File: src/rtl/accumulator_16bit_pkg.sv
// rtl/accumulator_16bit_pkg.sv - state encodings and data width shared by the arithmetic-lab blocks
package accumulator_16bit_pkg;

  localparam int DATA_W = 16;

  typedef enum logic [1:0] {
    ST_IDLE  = 2'd0,
    ST_ACCUM = 2'd1,
    ST_DONE  = 2'd2
  } state_t;

endpackage

File: src/rtl/carry_select_16bit.sv
// rtl/carry_select_16bit.sv - 16-bit carry-select adder built from 4-bit blocks
module carry_select_16bit (
  input  logic [15:0] a,
  input  logic [15:0] b,
  input  logic        cin,
  output logic [15:0] sum,
  output logic        cout
);

  logic [4:0] carry;

  assign carry[0] = cin;

  // Each block precomputes both carry-in cases; the incoming carry only selects.
  for (genvar i = 0; i < 4; i++) begin : g_blk
    logic [4:0] s0;
    logic [4:0] s1;

    assign s0 = {1'b0, a[4*i +: 4]} + {1'b0, b[4*i +: 4]};
    assign s1 = {1'b0, a[4*i +: 4]} + {1'b0, b[4*i +: 4]} + 5'd1;

    assign sum[4*i +: 4] = carry[i] ? s1[3:0] : s0[3:0];
    assign carry[i+1]    = carry[i] ? s1[4]   : s0[4];
  end

  assign cout = carry[4];

endmodule

File: src/rtl/accumulator_16bit.sv
// rtl/accumulator_16bit.sv - multi-operand stream accumulator with sticky unsigned overflow
module accumulator_16bit
  import accumulator_16bit_pkg::*;
#(
  parameter int LEN_W = 4
) (
  input  logic              clk,
  input  logic              reset_n,
  input  logic              start,
  input  logic [LEN_W-1:0]  len,
  input  logic              in_valid,
  input  logic [DATA_W-1:0] in_data,
  output logic              in_ready,
  output logic              out_valid,
  input  logic              out_ready,
  output logic [DATA_W-1:0] out_sum,
  output logic              out_ovf,
  output logic              busy
);

  state_t             state, state_next;
  logic [DATA_W-1:0]  acc, acc_next;
  logic               ovf, ovf_next;
  logic [LEN_W-1:0]   remaining, remaining_next;
  logic [DATA_W-1:0]  add_sum;
  logic               add_cout;

  carry_select_16bit u_adder (
    .a    (acc),
    .b    (in_data),
    .cin  (1'b0),
    .sum  (add_sum),
    .cout (add_cout)
  );

  always_ff @(posedge clk or negedge reset_n) begin
    if (!reset_n) begin
      state     <= ST_IDLE;
      acc       <= '0;
      ovf       <= 1'b0;
      remaining <= '0;
    end else begin
      state     <= state_next;
      acc       <= acc_next;
      ovf       <= ovf_next;
      remaining <= remaining_next;
    end
  end

  always_comb begin
    state_next     = state;
    acc_next       = acc;
    ovf_next       = ovf;
    remaining_next = remaining;
    case (state)
      ST_IDLE: begin
        if (start) begin
          acc_next = '0;
          ovf_next = 1'b0;
          if (len != '0) begin
            remaining_next = len;
            state_next     = ST_ACCUM;
          end else begin
            state_next     = ST_DONE;
          end
        end
      end
      ST_ACCUM: begin
        if (in_valid) begin
          acc_next       = add_sum;
          ovf_next       = ovf | add_cout;
          remaining_next = remaining - LEN_W'(1);
          if (remaining == LEN_W'(1)) state_next = ST_DONE;
        end
      end
      ST_DONE: begin
        // A start coinciding with out_ready is dropped: it is only sampled in IDLE.
        if (out_ready) state_next = ST_IDLE;
      end
      default: state_next = ST_IDLE;
    endcase
  end

  assign in_ready  = (state == ST_ACCUM);
  assign out_valid = (state == ST_DONE);
  assign busy      = (state != ST_IDLE);
  assign out_sum   = (state == ST_DONE) ? acc : '0;
  assign out_ovf   = (state == ST_DONE) ? ovf : 1'b0;

endmodule
File: config.mk
export PLATFORM = sky130hd
export DESIGN_NAME = accumulator_16bit
export DESIGN_NICKNAME = d
export VERILOG_FILES = /design/src/rtl/accumulator_16bit_pkg.sv /design/src/rtl/carry_select_16bit.sv /design/src/rtl/accumulator_16bit.sv
export SDC_FILE = /design/constraint.sdc
export NUM_CORES = 1
export LEC_CHECK = 0
export BUFFER_PORTS_ARGS = -buffer_cell sky130_fd_sc_hd__buf_2
export CAP_MARGIN = 20
export CORE_MARGIN = 2
export CORE_UTILIZATION = 55
export CTS_CLUSTER_SIZE = 8
export DETAILED_ROUTE_END_ITERATION = 7
export PLACE_DENSITY = 0.81
export SYNTH_ARGS = -nofsm -noshare
export SYNTH_HDL_FRONTEND = slang
export SYNTH_SLANG_ARGS = --single-unit
File: constraint.sdc
create_clock -name clk -period 4.11 [get_ports clk]
set_input_delay 0.2055 -clock clk [delete_from_list [all_inputs] [get_ports clk]]
set_output_delay 0.2055 -clock clk [all_outputs]
set_load 0.02 [all_outputs]
==> results of run 1 <==
==> synth_stat cells (2+ instances only) <==
cell type   n  area (µm²)
xor2_1      2        17.5
or2_2       2        12.5
and3_1      3        18.8
and2_1     17         106
nand2_1    22        82.6
mux2i_1     4        40.0
o21ai_0    16        80.1
nor2b_1     4        25.0
fa_1        4        80.1
nand2b_1    3        18.8
xor2_2      2        32.5
nor3_1      3        15.0
a21oi_2     2        17.5
ha_1       21         263
o31ai_1     2        15.0
a21o_1      5        37.5
nand4_1     3        18.8
xnor2_1     9        78.8
buf_6       2        22.5
a21oi_1    11        55.1
dfrtp_1    23         576
clkbuf_1    3        11.3
inv_1      14        52.6
nor2_1     10        37.5
nand3_1     5        25.0
==> worst max path at each step <==
stage | startpoint | endpoint | slack (ps) | cells past startpoint
finish | acc[4]$_DFFE_PN0P_ | acc[14]$_DFFE_PN0P_ | 1040 | 9
global route | acc[4]$_DFFE_PN0P_ | acc[14]$_DFFE_PN0P_ | 900 | 9
CTS | acc[4]$_DFFE_PN0P_ | acc[14]$_DFFE_PN0P_ | 1050 | 9
detailed placement | acc[4]$_DFFE_PN0P_ | acc[14]$_DFFE_PN0P_ | 1090 | 9
global placement | acc[4]$_DFFE_PN0P_ | acc[14]$_DFFE_PN0P_ | 1180 | 9
floorplan | acc[4]$_DFFE_PN0P_ | acc[15]$_DFFE_PN0P_ | 1300 | 9
==> registers in the layout, indices dropped and copies added (netlist names) <==
register,flops
acc,16
ovf,1
remaining,4
state,2
==> cell families after synthesis <==
| kind of cell | Yosys count |
|---|---|
| compound gates | 50 |
| xor+xnor | 13 |
| fa+ha+maj | 25 |
| buf+inv | 19 |
| flops | 23 |
| mux | 4 |
| simple gates | 82 |
==> metal layers <==
layer | routed length, µm | vias to the layer above | track usage | part of all wire
met5 | 0 | - | 0 | 0
met4 | 24 | 0 | 0.0353 | 0.0060
met3 | 201 | 2 | 0.0387 | 0.050
met2 | 1840 | 39 | 0.350 | 0.46
met1 | 1960 | 777 | 0.313 | 0.49
li1 | - | 849 | - | -
==> where the power goes <==
group	internal, mW	switching (mW)
registers	0.312	0.0800
logic	0.337	0.481
clock network	0.0365	0.0744
==> worst max-delay path, delay by kind of cell, from the launching register on <==
family | cells | cell delay (ps)
fa+ha+maj | 3 | 960
compound gates | 3 | 750
flops | 1 | 420
xor+xnor | 1 | 400
mux | 1 | 350
simple gates | 1 | 80
==> metrics by stage <==
step | hold slack (ps) | area [µm²] | util | power, mW
floorplan | -90.1 | 1980 | - | 1.03
CTS | 133 | 2260 | 0.667 | 1.32
finish | 140 | 2270 | 0.669 | 1.32
global route | 159 | 2270 | 0.669 | 1.46
detailed placement | 218 | 2220 | 0.656 | 1.20
global placement | 219 | 2220 | 0.656 | 1.19
==> cell type report <==
class	count	share of cell area
multi-input cells	174	0.581
repair buffers	46	0.105
inverters	14	0.0232
well taps	46	0.0254
clock inverters	1	0.00221
flip-flops and latches	23	0.254
clock buffers	3	0.00993
==> timing repair <==
item	4_1_cts	5_1_grt
hold buffers	1	0
setup endpoints to repair	0	0
hold endpoints to repair	23	0
==> metrics.txt, run 1 <==
# TYPE chip_impl_metric gauge
chip_impl_info{name="timing.hold.worst.class",value="input pin to register"} 1
chip_impl_info{name="most-common-layout-cells",value="buf_2 (44), dfrtp_1 (23), nand2_1 (22), ha_1 (21), and2_1 (17)"} 1
chip_impl_metric{name="gp_congestion",unit=""} 0.840
chip_impl_metric{name="largest_vdd_supply_drop",unit="mV"} 0.339
chip_impl_metric{name="cts.repair.resized",unit=""} 0
chip_impl_info{name="run_status",value="completed"} 1
chip_impl_metric{name="cp.required",unit="ps"} 4320
chip_impl_metric{name="drt-total-wl",unit="µm"} 4030
chip_impl_info{name="min-delay-start",value="len[0]"} 1
chip_impl_metric{name="post-dp-hpwl",unit="µm"} 3140
chip_impl_metric{name="clock_path_buffers",unit=""} 2
chip_impl_metric{name="ff2ff_path_depth",unit=""} 9
chip_impl_info{name="postSynth.topFlopCell",value="dfrtp_1"} 1
chip_impl_info{name="cp-end-kind",value="register"} 1
chip_impl_metric{name="ctsHtreeMaxLevel",unit=""} 1
chip_impl_metric{name="critPathMaxStageDelay",unit="ps"} 540
chip_impl_info{name="critical_path.reg2reg.startpoint",value="acc[4]$_DFFE_PN0P_"} 1
chip_impl_metric{name="die_h",unit="µm"} 64.0
chip_impl_metric{name="muxShareOfSynthArea",unit=""} 0.0202
chip_impl_info{name="timing.critical_path.from_type",value="register"} 1
chip_impl_metric{name="synth-warning-count",unit=""} 0
chip_impl_metric{name="core_region_area",unit="µm²"} 3390
chip_impl_metric{name="final-hold-violation-count",unit=""} 0
chip_impl_metric{name="area_fraction_in_compound_gates_after_synthesis",unit=""} 0.184
chip_impl_metric{name="peak_clock_frequency_supported_by_timing",unit="MHz"} 326
chip_impl_metric{name="nets",unit=""} 312
chip_impl_metric{name="yosys.area_share.simple",unit=""} 0.223
chip_impl_metric{name="power.leakage",unit="nW"} 1.16
chip_impl_metric{name="drtAntennaViolNets",unit=""} 0
chip_impl_metric{name="place.detailed.instances",unit=""} 301
chip_impl_metric{name="power.density_cell_area",unit="nW/µm²"} 583
chip_impl_info{name="mostFrequentLayoutCell",value="buf_2"} 1
chip_impl_metric{name="grt_use_total",unit=""} 0.218
chip_impl_metric{name="timing_worst_slew_pin_value",unit="ps"} 620
chip_impl_metric{name="clk_latency",unit="ps"} 320
chip_impl_metric{name="area_used_by_multi_input_combinational_logic",unit="µm²"} 1320
chip_impl_metric{name="synth_seq_cells",unit=""} 23
chip_impl_metric{name="global_route.overflow_total",unit=""} 0
chip_impl_metric{name="synth.lib_cells_used.distinct",unit=""} 49
chip_impl_metric{name="synthCells",unit=""} 216
chip_impl_metric{name="data_arrival_time_of_the_critical_path",unit="ps"} 3290
chip_impl_metric{name="grt_pass1_wl",unit="µm"} 7180
chip_impl_metric{name="drc",unit=""} 0
chip_impl_metric{name="drv.max_cap_violation_count",unit=""} 0
chip_impl_metric{name="reg2reg_slack",unit="ps"} 1040
chip_impl_metric{name="fraction_of_synthesized_cell_area_in_xor_and_xnor_cells",unit=""} 0.0651
chip_impl_metric{name="stdcell_count",unit=""} 307
chip_impl_metric{name="n_antenna_cell",unit=""} 0
chip_impl_metric{name="clock_skew",unit="ps"} 8.91
chip_impl_metric{name="vias",unit=""} 1667
chip_impl_metric{name="post_synthesis_net_count",unit=""} 266
chip_impl_info{name="cts_tree",value="built"} 1
chip_impl_metric{name="dr_wl_cell",unit="µm"} 13.1
chip_impl_metric{name="synth.yosys.seq_area_share",unit=""} 0.291
chip_impl_info{name="timing.setup.critical_path_class",value="register to register"} 1
chip_impl_metric{name="async_set_or_reset_flop_fraction_in_the_synthesized_netlist",unit=""} 1.00
chip_impl_metric{name="drtPass1Iterations",unit=""} 4
chip_impl_metric{name="worst_slew_margin_rel",unit=""} 0.586
chip_impl_metric{name="grt_antenna_before_repair",unit=""} 0
chip_impl_metric{name="first_iter_violations",unit=""} 86
chip_impl_info{name="ctsRootBufferMaster",value="clkbuf_4"} 1
chip_impl_metric{name="totalNegativeSetupSlack",unit="ps"} 0
chip_impl_metric{name="postSynthAreaPerCell",unit="µm²"} 9.16
chip_impl_metric{name="fp-row-count",unit=""} 21
chip_impl_metric{name="syn_to_final_growth",unit="%"} 14.6
chip_impl_info{name="crit_path_cell_trace",value="ha_1, fa_1, ha_1, nand2_2, a2111oi_4, mux2i_1, xor2_1, a21oi_1, a211o_1"} 1
chip_impl_metric{name="largest_net_degree_at_the_start_of_global_routing",unit=""} 24
chip_impl_metric{name="via_count_of_the_first_global_routing_pass",unit=""} 1577
chip_impl_metric{name="final_layout_size_suffix_gt1_frac",unit=""} 0.249
chip_impl_metric{name="placement.setup.worst_slack",unit="ps"} 1090
chip_impl_metric{name="number_of_flops_mapped_to_enable_cells_by_yosys",unit=""} 0
chip_impl_metric{name="fin_crit",unit="ps"} 3070
chip_impl_metric{name="drv_slew",unit=""} 0
chip_impl_metric{name="path_clk_slew",unit="ps"} 140
chip_impl_info{name="reg_to_reg_critical_path_endpoint",value="acc[14]$_DFFE_PN0P_"} 1
chip_impl_metric{name="synthesis.area",unit="µm²"} 1980
chip_impl_metric{name="port_buffers",unit=""} 44
chip_impl_metric{name="initial_utilization",unit=""} 0.584
chip_impl_info{name="cp_common_cell",value="ha_1"} 1
chip_impl_metric{name="regArea",unit="µm²"} 576
chip_impl_info{name="min_to",value="remaining[0]$_DFFE_PN0P_"} 1
chip_impl_metric{name="cts.sinks",unit=""} 23
chip_impl_info{name="worst_path_max_delay_cell",value="fa_1"} 1
chip_impl_info{name="grt_setup_unrepaired",value="no"} 1
chip_impl_metric{name="die_area",unit="µm²"} 4090
chip_impl_info{name="synth_top_family_by_area",value="simple AND/OR/NAND/NOR gates"} 1
chip_impl_metric{name="finalSetupViolCount",unit=""} 0
chip_impl_metric{name="boundaryPins",unit=""} 45
chip_impl_metric{name="cts_made_buffers",unit=""} 3
chip_impl_metric{name="via_per_inst",unit=""} 5.43
chip_impl_metric{name="fillerInstances",unit=""} 287
chip_impl_metric{name="post-cts-setup-buffers",unit=""} 0
chip_impl_metric{name="postLayoutSetupSlackWorst",unit="ps"} 1040
chip_impl_metric{name="whs_path_depth",unit=""} 3
chip_impl_metric{name="worstPathMaxFanout",unit=""} 5
chip_impl_metric{name="dieWidth",unit="µm"} 64.0
chip_impl_metric{name="post_synth_fa_ha_maj_area_fraction",unit=""} 0.173
chip_impl_metric{name="period_share",unit=""} 0.747
Note: power is estimated with default switching activity, not from simulation.
==> run 2: changes to the inputs <==
ABC_AREA = 1   (was default)
clock period = 2.9 ns   (was 4.11 ns; I/O delays follow)
==> run 2 against run 1 <==
  * Fmax is 28% higher
  * Total power is 53% higher
  * Routed wire length is 11% higher
  * Register-to-register slack worse by 540 ps
  * Worst hold slack better by 3.7 ps
  * Sequential power is 33% higher
  * Clock-buffer cell count stayed put
  * Clock power is 89% higher
  * Final area is 4.5% higher
  * Synthesized cell count is 34% higher
  * Area after synthesis is 2.5% higher
  * First-iteration DRC count is 1.2% higher
  * Critical path type unchanged
==> metrics.txt, run 2 <==
# TYPE chip_impl_metric gauge
chip_impl_info{name="min-delay-start",value="out_ready"} 1
chip_impl_metric{name="post-dp-hpwl",unit="µm"} 3610
chip_impl_metric{name="initial_utilization",unit=""} 0.562
chip_impl_info{name="largest_register",value="acc"} 1
chip_impl_info{name="run_status",value="completed"} 1
chip_impl_metric{name="via_count_of_the_first_global_routing_pass",unit=""} 1912
chip_impl_metric{name="final-hold-violation-count",unit=""} 0
chip_impl_metric{name="boundaryPins",unit=""} 45
chip_impl_metric{name="ff2ff_path_depth",unit=""} 14
chip_impl_info{name="largest_registers",value="acc: 16 flops, remaining: 4 flops, state: 2 flops"} 1
chip_impl_metric{name="whs_path_depth",unit=""} 3
chip_impl_metric{name="post_synth_fa_ha_maj_area_fraction",unit=""} 0.169
chip_impl_info{name="grt_setup_unrepaired",value="no"} 1
chip_impl_metric{name="grt_antenna_before_repair",unit=""} 0
chip_impl_metric{name="largest_net_degree_at_the_start_of_global_routing",unit=""} 24
chip_impl_metric{name="cp.required",unit="ps"} 3060
chip_impl_metric{name="drv.max_cap_violation_count",unit=""} 0
chip_impl_metric{name="async_set_or_reset_flop_fraction_in_the_synthesized_netlist",unit=""} 1.00
chip_impl_metric{name="placement.setup.worst_slack",unit="ps"} 506
chip_impl_info{name="cp-end-kind",value="register"} 1
chip_impl_metric{name="drtPass1Iterations",unit=""} 7
chip_impl_metric{name="global_route.overflow_total",unit=""} 0
chip_impl_metric{name="dr_wl_cell",unit="µm"} 11.6
chip_impl_info{name="synthTopCellsByArea",value="dfrtp_1 (28%), ha_1 (13%), nand2_1 (11%), inv_1 (9.8%), nor2_1 (6.1%)"} 1
chip_impl_metric{name="area_fraction_in_compound_gates_after_synthesis",unit=""} 0.107
chip_impl_metric{name="n_antenna_cell",unit=""} 0
chip_impl_info{name="yosysTopAreaCell",value="dfrtp_1"} 1
chip_impl_metric{name="internal-power",unit="µW"} 997
chip_impl_info{name="reg_to_reg_critical_path_endpoint",value="acc[15]$_DFFE_PN0P_"} 1
chip_impl_metric{name="power.leakage",unit="nW"} 1.31
chip_impl_info{name="worst_path_max_delay_cell",value="fa_1"} 1
chip_impl_metric{name="synth-warning-count",unit=""} 0
chip_impl_metric{name="cts_made_buffers",unit=""} 3
chip_impl_metric{name="clock_path_buffers",unit=""} 2
chip_impl_metric{name="clk_latency",unit="ps"} 270
chip_impl_metric{name="p_clk_frac",unit=""} 0.104
chip_impl_info{name="synth_commonest_cells",value="nand2_1 (60), inv_1 (53), nor2_1 (33), nand3_1 (24), dfrtp_1 (23)"} 1
chip_impl_metric{name="fin_crit",unit="ps"} 2400
chip_impl_metric{name="swShare",unit=""} 0.507
chip_impl_metric{name="drv_slew",unit=""} 0
chip_impl_metric{name="synth.lib_cells_used.distinct",unit=""} 29
chip_impl_info{name="most-common-layout-cells",value="nand2_1 (60), inv_1 (53), buf_2 (44), nor2_1 (33), nand3_1 (24)"} 1
chip_impl_metric{name="critical_path_buf_inv_count",unit=""} 1
chip_impl_metric{name="core_region_area",unit="µm²"} 3610
chip_impl_metric{name="critPathMaxStageDelay",unit="ps"} 530
chip_impl_metric{name="yosys.area_share.simple",unit=""} 0.300
chip_impl_metric{name="nets",unit=""} 388
chip_impl_metric{name="peak_clock_frequency_supported_by_timing",unit="MHz"} 416
chip_impl_metric{name="period_share",unit=""} 0.828
chip_impl_metric{name="number_of_flops_mapped_to_enable_cells_by_yosys",unit=""} 0
chip_impl_metric{name="grt_pass1_wl",unit="µm"} 7950
chip_impl_metric{name="vias",unit=""} 1986
chip_impl_info{name="cp_common_cell",value="nand2_2"} 1
chip_impl_metric{name="fp-row-count",unit=""} 22
chip_impl_info{name="cts_tree",value="built"} 1
chip_impl_metric{name="synthCells",unit=""} 289
chip_impl_metric{name="postSynthAreaPerCell",unit="µm²"} 7.01
chip_impl_metric{name="finalSetupViolCount",unit=""} 0
chip_impl_info{name="min_to",value="state[1]$_DFFE_PN0P_"} 1
chip_impl_metric{name="reg2reg_slack",unit="ps"} 500
chip_impl_metric{name="drtAntennaViolNets",unit=""} 0
chip_impl_metric{name="die_area",unit="µm²"} 4190
chip_impl_metric{name="pwr-share-comb",unit=""} 0.637
chip_impl_metric{name="p_switching",unit="mW"} 1.02
chip_impl_metric{name="port_buffers",unit=""} 44
chip_impl_metric{name="worst_hold_slack",unit="ps"} 144
chip_impl_metric{name="post_synthesis_net_count",unit=""} 339
chip_impl_metric{name="path_clk_slew",unit="ps"} 90
chip_impl_metric{name="postLayoutSetupSlackWorst",unit="ps"} 498
chip_impl_metric{name="clock_skew",unit="ps"} 7.13
chip_impl_info{name="critical_path.reg2reg.startpoint",value="acc[4]$_DFFE_PN0P_"} 1
chip_impl_metric{name="drt-total-wl",unit="µm"} 4460
chip_impl_metric{name="fraction_of_synthesized_cell_area_in_xor_and_xnor_cells",unit=""} 0.0259
chip_impl_metric{name="netlist.area_leader.share",unit=""} 0.284
chip_impl_info{name="crit_path_cell_trace",value="ha_1, fa_1, ha_1, nand3_2, nor2_4, nand3_1, nand2_2, nand2_2, nand2_2, nand2_2, inv_2, nand2_1, nand3_1, o21ai_0"} 1
chip_impl_metric{name="fillerInstances",unit=""} 345
chip_impl_metric{name="timing_worst_slew_pin_value",unit="ps"} 528
chip_impl_metric{name="data_arrival_time_of_the_critical_path",unit="ps"} 2560
chip_impl_metric{name="via_per_inst",unit=""} 5.16
chip_impl_metric{name="synth_seq_cells",unit=""} 23
chip_impl_metric{name="post-cts-setup-buffers",unit=""} 0
chip_impl_metric{name="cts.sinks",unit=""} 23
chip_impl_metric{name="muxShareOfSynthArea",unit=""} 0
chip_impl_info{name="postSynth.topFlopCell",value="dfrtp_1"} 1
chip_impl_metric{name="drc",unit=""} 0
chip_impl_info{name="mostFrequentLayoutCell",value="nand2_1"} 1
chip_impl_metric{name="final_layout_size_suffix_gt1_frac",unit=""} 0.202
chip_impl_info{name="timing.critical_path.from_type",value="register"} 1
chip_impl_metric{name="largest_vdd_supply_drop",unit="mV"} 0.626
chip_impl_info{name="timing.setup.critical_path_class",value="register to register"} 1
chip_impl_metric{name="power.density_cell_area",unit="nW/µm²"} 853
chip_impl_metric{name="totalNegativeSetupSlack",unit="ps"} 0
chip_impl_metric{name="worstPathMaxFanout",unit=""} 6
chip_impl_metric{name="grt_use_total",unit=""} 0.235
chip_impl_info{name="synth_top_family_by_area",value="simple AND/OR/NAND/NOR gates"} 1
chip_impl_info{name="yosysMostFrequentCell",value="nand2_1"} 1
chip_impl_metric{name="worst_slew_margin_rel",unit=""} 0.648
chip_impl_metric{name="sequentialPowerShare",unit=""} 0.259
chip_impl_metric{name="largest_register_ff_count",unit=""} 16
chip_impl_metric{name="ctsHtreeMaxLevel",unit=""} 1
chip_impl_metric{name="synthesis.area",unit="µm²"} 2030
chip_impl_metric{name="dieWidth",unit="µm"} 64.7
chip_impl_info{name="timing.hold.worst.class",value="input pin to register"} 1
chip_impl_info{name="ctsRootBufferMaster",value="clkbuf_8"} 1
chip_impl_metric{name="synth.yosys.seq_area_share",unit=""} 0.284
chip_impl_metric{name="syn_to_final_growth",unit="%"} 16.9
chip_impl_metric{name="die_h",unit="µm"} 64.7
chip_impl_metric{name="gp_congestion",unit=""} 0.861
chip_impl_metric{name="first_iter_violations",unit=""} 87
chip_impl_info{name="cp_top_family",value="adder cells"} 1
chip_impl_metric{name="final_util",unit=""} 0.657
==> run 2: cell count changes in the layout (fill, tap and decap cells not counted), moves of 5 or more <==
cell,change
o22ai_1,+5
inv_1,+39
a21oi_1,-5
nor2_1,+23
inv_2,+5
nand2_1,+38
a21o_1,-5
nand3_1,+19
and2_1,-17
nand2_2,+5
xnor2_1,-7
==> run 2: layout make-up <==
type / count / area, µm² / area share
Clock buffer: 3 / 41.3 / 0.0174
Clock inverter: 1 / 7.51 / 0.00317
Inverter: 58 / 218 / 0.0919
Multi-Input combinational cell: 205 / 1220 / 0.516
Sequential cell: 23 / 576 / 0.243
Tap cell: 48 / 60.1 / 0.0254
Timing Repair Buffer: 47 / 245 / 0.104
==> run 2: worst max-delay path by stage <==
stage                               end  slack (ps)  cells past startpoint          startpoint
finish              acc[15]$_DFFE_PN0P_         500                     14  acc[4]$_DFFE_PN0P_
global route        acc[11]$_DFFE_PN0P_         310                     13  acc[4]$_DFFE_PN0P_
CTS                 acc[15]$_DFFE_PN0P_         480                     14  acc[4]$_DFFE_PN0P_
detailed placement  acc[15]$_DFFE_PN0P_         510                     14  acc[4]$_DFFE_PN0P_
global placement    acc[14]$_DFFE_PN0P_         610                     14  acc[4]$_DFFE_PN0P_
floorplan           acc[14]$_DFFE_PN0P_         690                     14  acc[4]$_DFFE_PN0P_
==> run 2: per-stage QoR <==
step	power, mW	cell area, µm²	cells
finish	2.02	2370	385
global route	2.24	2370	385
CTS	2.03	2370	385
detailed placement	1.81	2310	380
global placement	1.76	2310	380
floorplan	1.48	2030	289
==> run 2: power by group through the flow <==
stage | logic, mW | clock network (mW) | registers, mW
2_1_floorplan | 0.976 | 0 | 0.508
3_3_place_gp | 1.24 | 0 | 0.524
3_5_place_dp | 1.28 | 0 | 0.528
4_1_cts | 1.29 | 0.216 | 0.522
5_1_grt | 1.47 | 0.229 | 0.540
6_report | 1.29 | 0.210 | 0.523
==> run 2: cell families (layout without fill, tap and decap cells) <==
kind of cell / Yosys count / in the layout
buffers and inverters: 61 / 109
adders and majority gates: 25 / 25
and+or+nand+nor: 137 / 137
DFF: 23 / 23
xor gates and xnor gates: 6 / 6
AOI/OAI and AO/OA: 37 / 37
==> run 2: what timing repair did <==
| item | 4_1_cts | 5_1_grt |
|---|---|---|
| setup endpoints to repair | 0 | 0 |
| hold endpoints to repair | 23 | 0 |
| hold buffers | 1 | 0 |
| gates resized for setup | 0 | 0 |
==> run 2: worst reg2reg max path: cells and delay by family, from the launching register on <==
family                     cells  cell delay, ps
adders and majority gates      3             930
buffers and inverters          1             110
and+or+nand+nor                9             800
DFF                            1             390
AOI/OAI and AO/OA              1              80
==> run 2: layer usage <==
metal  share of wire  track usage  wire [µm]
met1            0.45        0.286       1990
met3           0.033       0.0347        149
met5               0            0          0
met4           0.011       0.0399         48
met2            0.51        0.442       2270
